--- config.mk ---
export PLATFORM = sky130hd
export DESIGN_NAME = round_sequencer
export DESIGN_NICKNAME = d
export VERILOG_FILES = /design/src/rtl/game_pkg.sv /design/src/rtl/sec_prescaler.sv /design/src/rtl/round_sequencer.sv
export SDC_FILE = /design/constraint.sdc
export NUM_CORES = 1
export LEC_CHECK = 0
export CAP_MARGIN = 20
export CELL_PAD_IN_SITES_DETAIL_PLACEMENT = 0
export CELL_PAD_IN_SITES_GLOBAL_PLACEMENT = 1
export CORE_MARGIN = 5
export CORE_UTILIZATION = 31
export CTS_CLUSTER_SIZE = 14
export DETAILED_ROUTE_END_ITERATION = 16
export PLACE_DENSITY = 0.68
export SYNTH_ARGS = -nofsm -noshare
export SYNTH_HDL_FRONTEND = slang
export SYNTH_SLANG_ARGS = --single-unit
--- constraint.sdc ---
create_clock -name clk -period 6.65 [get_ports clk]
set_input_delay 0.665 -clock clk [delete_from_list [all_inputs] [get_ports clk]]
set_output_delay 0.665 -clock clk [all_outputs]
set_load 0.02 [all_outputs]
--- src/rtl/game_pkg.sv ---
// Shared types and defaults for the door-game round control.
package game_pkg;

  typedef enum logic [1:0] {IDLE, RUN, PAUSE, OVER} round_state_t;

  localparam int unsigned ROUND_SECS_DEF = 5;
  localparam int unsigned PAUSE_SECS_DEF = 1;
  localparam int unsigned MAX_ROUNDS_DEF = 15;
  localparam int unsigned VGA_CLK_HZ     = 25_000_000;

  function automatic logic [3:0] sat_inc(input logic [3:0] v, input logic [3:0] lim);
    return (v >= lim) ? lim : v + 4'd1;
  endfunction

endpackage

--- src/rtl/sec_prescaler.sv ---
// Divides the pixel clock down to a one-cycle game-second tick while run is high.
module sec_prescaler #(
  parameter int unsigned CLK_HZ = 25_000_000
) (
  input  logic clk,
  input  logic reset,
  input  logic run,
  input  logic clear,
  output logic tick
);

  localparam int unsigned W = (CLK_HZ > 1) ? $clog2(CLK_HZ) : 1;
  localparam logic [W-1:0] TC = W'(CLK_HZ - 1);

  logic [W-1:0] cnt_q;

  assign tick = run && (cnt_q == TC);

  always_ff @(posedge clk or posedge reset) begin
    if (reset) begin
      cnt_q <= '0;
    end else if (clear) begin
      cnt_q <= '0;
    end else if (run) begin
      cnt_q <= tick ? '0 : cnt_q + W'(1);
    end
  end

endmodule

--- src/rtl/round_sequencer.sv ---
// Round FSM: countdown, post-round pause, round counter and game-over decision.
module round_sequencer
  import game_pkg::*;
#(
  parameter int unsigned CLK_HZ     = VGA_CLK_HZ,
  parameter int unsigned ROUND_SECS = ROUND_SECS_DEF,
  parameter int unsigned PAUSE_SECS = PAUSE_SECS_DEF,
  parameter int unsigned MAX_ROUNDS = MAX_ROUNDS_DEF
) (
  input  logic       clk,
  input  logic       reset,
  input  logic       start,
  input  logic [1:0] p1_lives,
  input  logic [1:0] p2_lives,
  output logic       time_up,
  output logic       resume,
  output logic [3:0] seconds_left,
  output logic [3:0] round_num,
  output logic       game_over,
  output logic       sec_tick
);

  localparam logic [3:0] RS4 = 4'(ROUND_SECS);
  localparam logic [3:0] PS4 = 4'(PAUSE_SECS);
  localparam logic [3:0] MR4 = 4'(MAX_ROUNDS);

  round_state_t state_q;
  logic [3:0]   secs_q;
  logic [3:0]   pause_q;
  logic [3:0]   round_q;
  logic         time_up_q;
  logic         resume_q;
  logic         game_over_q;
  logic         tick;
  logic         run;
  logic         enter;

  assign run = (state_q == RUN) || (state_q == PAUSE);

  // Asserted exactly on the cycles whose edge changes state, so the prescaler restarts per state.
  always_comb begin
    enter = 1'b0;
    case (state_q)
      IDLE:    enter = start;
      RUN:     enter = tick && (secs_q == 4'd1);
      PAUSE:   enter = tick && (pause_q == 4'd1);
      default: enter = 1'b0;
    endcase
  end

  sec_prescaler #(.CLK_HZ(CLK_HZ)) u_presc (
    .clk   (clk),
    .reset (reset),
    .run   (run),
    .clear (enter),
    .tick  (tick)
  );

  always_ff @(posedge clk or posedge reset) begin
    if (reset) begin
      state_q     <= IDLE;
      secs_q      <= RS4;
      pause_q     <= '0;
      round_q     <= '0;
      time_up_q   <= 1'b0;
      resume_q    <= 1'b0;
      game_over_q <= 1'b0;
    end else begin
      resume_q <= 1'b0;
      case (state_q)
        IDLE: begin
          if (start) begin
            state_q <= RUN;
            round_q <= 4'd1;
            secs_q  <= RS4;
          end
        end
        RUN: begin
          if (tick) begin
            if (secs_q == 4'd1) begin
              state_q   <= PAUSE;
              secs_q    <= '0;
              time_up_q <= 1'b1;
              pause_q   <= PS4;
            end else begin
              secs_q <= secs_q - 4'd1;
            end
          end
        end
        PAUSE: begin
          if (tick) begin
            if (pause_q == 4'd1) begin
              time_up_q <= 1'b0;
              if (p1_lives == 2'd0 || p2_lives == 2'd0) begin
                state_q     <= OVER;
                game_over_q <= 1'b1;
                secs_q      <= '0;
              end else begin
                state_q  <= RUN;
                resume_q <= 1'b1;
                secs_q   <= RS4;
                round_q  <= sat_inc(round_q, MR4);
              end
            end else begin
              pause_q <= pause_q - 4'd1;
            end
          end
        end
        OVER: begin
          state_q <= OVER;
        end
        default: state_q <= IDLE;
      endcase
    end
  end

  assign time_up      = time_up_q;
  assign resume       = resume_q;
  assign seconds_left = secs_q;
  assign round_num    = round_q;
  assign game_over    = game_over_q;
  assign sec_tick     = tick;

endmodule

==> metrics.txt, run 1 <==
CTS H-tree depth=2; cts hold-fix bufs=0; Worst-Skew Late Latency=0.30 ns; initial DRC count=126; Post-CTS Setup Bufs=0; Layout area overhead=12.8%; max cap viols=0; HP Class=reg -> reg; area of the die=0.0104 mm2; Netlist cell types=59; vias per cell=5.41; unrepaired setup endpoints after global routing=no; Worst Hold Path Cells=1; routed vias=2240; post-route ant nets=0; prevailing post-synth register cell=dfrtp_1; outcome=complete, no violations; Hold Path End=game_over; TritonCTS buffer count=5; gpl congestion=0.787; hpwl dp=4460 um; R2R depth=7; final setup fails=0; critical path class=reg -> out; cell count after placement=406; Post-synth ARST share=100%; R2R Setup Slk=3.92 ns; Worst setup EP type=primary output; DRC violations left=0; n_diodes=0; data required time at the worst endpoint=5.98 ns; Top Family by Delay on Critical Path=buffers and inverters; Max Fclk=303 MHz; Clock Pin Slew Worst Setup and Hold Paths=0.09 ns; Data arrival, critical path=2.63 ns; sequential share of the synthesized area=40.0%; Critical Path Start Type=flip-flop; max-slew violation count=0; most common cell after layout, fill and taps aside=dfrtp_1; CTS sink count=42; post-CTS sizing=0; gr ovfl total=0; Worst-Margin Slew=0.793 ns; share of layout cells above drive strength 1=8.09%; Final Skew=0.0146 ns; GRT Util Overall=13.1%; reg2reg end=u_presc.cnt_q[2]; Initial Utilization=31.9%; commonest non-fill, non-tap cells in the layout=dfrtp_1, nand2_1, inv_1; CP max FO=9; Pre-antenna DRT Iters=4; final critical-path share of the clock period=49.6%; setup TNS=0 ns; Buffers on Ports=18; LEAKAGE=1.29 nW; worst vdd ir=0.0607 mV; Vert. Die Dim=102 um; initial antenna violation count=0; critical path, cell by cell=inv_1, ha_1, and4bb_2, nand4_2, nor2_1, clkdlybuf4s50_1; Post-Syn Area per Cell=8.92 um2; FF-to-FF Start=state_q[0]; Die X=102 um; worst-path cell with the longest stage delay=clkdlybuf4s50_1; drt wl/cell=15.3 um; final hold viol count=0; Layout Nets=325; Synthesis Warnings=0; global-route wire length before repair=11100 um; Cells after Synth=295; largest net degree at the start of global routing=43; CTS root buf=clkbuf_8; Synth Register Bits=42; TritonCTS clock tree=yes; HP Start=game_over; EDFF count, synth=0; Syn Nets=312; Boundary Pins=19; Crit path largest cell delay=0.63 ns; routed wire length=6320 um; Non-Filler Instances=414; vias in the first global route=2246; core box area=0.00826 mm2; Worst Path Buf+Inv=2; Mapped Area=0.00263 mm2; clk buf depth=2; slew margin rel.=47.0%; row cnt=33; Pwr per Cell Area=145 mW/mm2; Tmin final=3.30 ns
-- cell families after synthesis --
kind of cell | share of synthesized area, %
compound gates | 20.5
xor+xnor | 0.999
fa+ha+maj | 4.76
buf+inv | 5.71
flops | 40.0
mux | 1.95
simple gates | 26.0
-- cell usage after synthesis (all sizes together) (2+ instances only) --
cell type / count / area [um2]
o21ai: 23 / 115
o31ai: 3 / 22.5
nand3: 17 / 85.1
o22ai: 5 / 31.3
a31o: 3 / 26.3
a21o: 5 / 37.5
inv: 20 / 75.1
ha: 10 / 125
nor4: 6 / 43.8
a31oi: 7 / 43.8
buf: 10 / 56.3
xor2: 3 / 26.3
o21bai: 2 / 15.0
and4bb: 2 / 25.0
nor3: 5 / 25.0
a21oi: 18 / 90.1
a22o: 3 / 26.3
nor3b: 2 / 15.0
o31a: 3 / 26.3
mux2i: 4 / 40.0
nand2: 25 / 93.8
dfstp: 2 / 52.6
dfrtp: 40 / 1000
and4: 7 / 63.8
or4: 4 / 33.8
nand2b: 2 / 12.5
nand4: 8 / 68.8
and3: 5 / 31.3
clkbuf: 4 / 15.0
o211ai: 3 / 27.5
or3: 9 / 56.3
nor2: 12 / 45.0
and2: 5 / 31.3
-- where the power goes --
part	leakage [nW]	switching (W)	internal, W
logic	0.740	0.00000626	0.00000371
clock network	0.0450	0.0000926	0.0000730
registers	0.507	0	0.000255
total	1.29	0.0000989	0.000332
-- per-layer routing --
| layer | track usage (%) | part of all wire [%] |
|---|---|---|
| met3 | 2.73 | 3.8 |
| met1 | 17.5 | 49 |
| met5 | 0 | 0 |
| met4 | 3.83 | 0.55 |
| met2 | 21.5 | 47 |
-- registers in the layout, summed over array words and instances, names as in the netlist --
name	count
time_up	1
round_num	4
seconds_left	4
pause_q	4
u_presc.cnt_q	25
state_q	2
resume	1
game_over	1
-- per-stage QoR --
stage | power (W) | setup slack [ns] | cell area [um2] | hold WS (ns) | util (%)
after global routing | 0.000449 | 3.21 | 2970 | 0.507 | 36.0
after global placement | 0.000271 | 3.76 | 2890 | 0.455 | 35.0
after detailed placement | 0.000271 | 3.70 | 2890 | 0.461 | 35.0
after floorplan | 0.000264 | 4.33 | 2630 | 0.464 | -
final | 0.000431 | 3.35 | 2970 | 0.472 | 36.0
after CTS | 0.000437 | 3.36 | 2970 | 0.479 | 36.0
-- worst max path at each step --
stage / depth (start not counted) / slack [ns] / from / endpoint
floorplan: 6 / 4.33 / state_q[0] / sec_tick
global route: 6 / 3.21 / state_q[0] / sec_tick
CTS: 6 / 3.36 / state_q[0] / sec_tick
global placement: 6 / 3.76 / state_q[0] / sec_tick
finish: 6 / 3.35 / state_q[0] / sec_tick
detailed placement: 6 / 3.70 / state_q[0] / sec_tick
-- layout make-up --
type / count / area, um2
multi-input combinational: 218 / 1430
sequential: 42 / 1050
clock inverter: 2 / 10.0
fill: 866 / 5290
timing repair buffer: 20 / 195
tap: 105 / 131
inverter: 21 / 78.8
clock buffer: 6 / 72.6
Note: power is estimated with default switching activity, not from simulation.
==> inputs of run 2 (changes only) <==
PLACE_DENSITY = 0.7   (was 0.68)
clock period = 2.9 ns   (was 6.65 ns; I/O delays follow)
==> run 2 against run 1 <==
  * Cell count increased by 1.9%
  * Flip-flop and latch count unchanged
  * Sequential share of layout area decreased by 1.0 points
  * Worst hold slack got worse by 0.10 ns
  * Clock power increased to 2.7 times the previous value
  * Clock skew decreased by 0.0062 ns
  * Via count increased by 1.8%
  * Die area unchanged
  * Utilization increased by 1.1 points
  * Largest cell class unchanged
  * Highest routed layer unchanged
==> metrics.txt, run 2 (same netlist as run 1, synthesis figures left out) <==
initial DRC count=106 (was 126); final critical-path share of the clock period=94.3%; worst vdd ir=0.164 mV (was 0.0607 mV); Worst-Margin Slew=0.898 ns (was 0.793 ns); routed vias=2281 (was 2240); global-route wire length before repair=11000 um (was 11100 um); Crit path largest cell delay=0.62 ns (was 0.63 ns); Sequential Area=0.00105 mm2 (unchanged); Clock Pin Slew Worst Setup and Hold Paths=0.09 ns (about the same); reg2reg end=u_presc.cnt_q[10] (was u_presc.cnt_q[2]); Worst-Skew Late Latency=0.30 ns (about the same); TritonCTS buffer count=5 (unchanged); row cnt=33 (unchanged); data required time at the worst endpoint=2.61 ns (was 5.98 ns); cts hold-fix bufs=0 (unchanged); cell count after placement=414 (was 406); Worst setup EP type=primary output (unchanged); R2R depth=8 (was 7); DRC violations left=0 (unchanged); grt met2 use=21.0% (was 21.5%); post-route ant nets=0 (unchanged); hpwl dp=4640 um (was 4460 um); GRT Util Overall=13.0% (was 13.1%); CTS H-tree depth=2 (unchanged); clk buf depth=2 (unchanged); Top reg by flops=u_presc.cnt_q (unchanged); Buffers on Ports=18 (unchanged); initial antenna violation count=0 (unchanged); final setup fails=0 (unchanged); grt met3 use=2.32% (was 2.73%); max cap viols=0 (unchanged); HP Class=in -> async (was reg -> reg); CTS sink count=42 (unchanged); Vert. Die Dim=102 um (unchanged); max reg flops=25 (unchanged); Layout area overhead=16.3% (was 12.8%); Pre-antenna DRT Iters=4 (unchanged); Tmin final=2.73 ns; TritonCTS clock tree=yes (unchanged); Pwr per Cell Area=348 mW/mm2 (was 145 mW/mm2); commonest non-fill, non-tap cells in the layout=dfrtp_1, nand2_1, inv_1 (unchanged); gr ovfl total=0 (unchanged); R2R Setup Slk=0.46 ns (was 3.92 ns); area of the die=0.0104 mm2 (unchanged); LEAKAGE=1.34 nW (was 1.29 nW); Post-CTS Setup Bufs=0 (unchanged); CTS root buf=clkbuf_8 (unchanged); vias in the first global route=2176 (was 2246); Multi-input gate area=0.00143 mm2 (about the same); share of layout cells above drive strength 1=11.0% (was 8.09%); unrepaired setup endpoints after global routing=no (unchanged); gpl congestion=0.776 (was 0.787); Max Fclk=366 MHz; Worst Path Buf+Inv=2 (unchanged); core box area=0.00826 mm2 (unchanged); slew margin rel.=39.8% (was 47.0%); FF-to-FF Start=state_q[0] (unchanged); GR peak layer=met2 (unchanged); largest net degree at the start of global routing=25 (was 43); fillers=860 (was 866); Final Skew=0.00840 ns (was 0.0146 ns); critical path class=reg -> out (unchanged); critical path, cell by cell=inv_1, ha_1, and4bb_2, nand4_2, nor2_2, clkdlybuf4s50_1 (was inv_1, ha_1, and4bb_2, nand4_2, nor2_1, clkdlybuf4s50_1); Die X=102 um (unchanged); Non-Filler Instances=422 (was 414); drt wl/cell=15.3 um (about the same); Initial Utilization=31.9% (unchanged); n_diodes=0 (unchanged); met1 usage=18.4% (was 17.5%); outcome=complete, no violations (unchanged); vias per cell=5.41 (about the same); CP max FO=7 (was 9); Critical Path Start Type=flip-flop (unchanged); Data arrival, critical path=2.44 ns (was 2.63 ns); setup TNS=0 ns (unchanged); Boundary Pins=19 (unchanged); final hold viol count=0 (unchanged); most common cell after layout, fill and taps aside=dfrtp_1 (unchanged); Top Family by Delay on Critical Path=buffers and inverters (unchanged); routed wire length=6470 um (was 6320 um); max-slew violation count=0 (unchanged); worst-path cell with the longest stage delay=clkdlybuf4s50_1 (unchanged); Layout Nets=333 (was 325)
-- run 2: cell count changes in the layout (fill, tap and decap cells not counted) --
cell and delta:
nor2_2 +1, clkinv_2 -2, nor2_1 -1, buf_4 +8
clkbuf_1 -1, clkbuf_8 +3
-- run 2: worst register-to-register path, delay by kind of cell, from the launching register on --
| kind | cells | cell delay (ns) |
|---|---|---|
| and+or+nand+nor | 3 | 0.53 |
| adders and majority gates | 1 | 0.31 |
| DFF | 1 | 0.43 |
| buffers and inverters | 2 | 0.35 |
| AOI/OAI and AO/OA | 2 | 0.70 |
-- run 2: metal layers --
layer  vias up  wire length, um
met4         0               30
li1       1138                -
met5         -                0
met2        31             3050
met1      1110             3180
met3         2              200
-- run 2: worst max-delay path by stage --
stage	end	cells after the start	start	slack, ns
floorplan	u_presc.cnt_q[1]	9	state_q[0]	0.71
global placement	sec_tick	6	state_q[0]	0.58
detailed placement	sec_tick	6	state_q[0]	0.48
CTS	sec_tick	6	state_q[0]	0.14
global route	sec_tick	6	state_q[0]	0.03
finish	sec_tick	6	state_q[0]	0.17
-- run 2: layout make-up --
type                            instances  share of cell area, %
Clock buffer                            8                   3.60
Inverter                               21                   2.58
Tap cell                              105                   4.29
Sequential cell                        42                   34.4
Timing Repair Buffer                   28                   8.34
Multi-Input combinational cell        218                   46.7
-- run 2: repair_timing --
item,4_1_cts,5_1_grt
gates resized for setup,0,1
hold endpoints to repair,0,0
setup endpoints to repair,0,1
-- run 2: power breakdown --
part           total [W]  switching [W]  internal, W
clock network   0.000455       0.000214     0.000241
logic          0.0000240      0.0000146   0.00000939
registers       0.000585              0     0.000585
total            0.00106       0.000228     0.000836
-- run 2: stage by stage --
step / hold slack, ns / area (um2) / utilization [%] / power [W] / setup slack [ns]
floorplan: 0.464 / 2630 / - / 0.000606 / 0.711
global placement: 0.457 / 2950 / 35.7 / 0.000622 / 0.577
detailed placement: 0.467 / 2950 / 35.7 / 0.000623 / 0.484
CTS: 0.401 / 3060 / 37.0 / 0.00108 / 0.137
global route: 0.457 / 3060 / 37.0 / 0.00110 / 0.0341
finish: 0.373 / 3060 / 37.0 / 0.00106 / 0.165
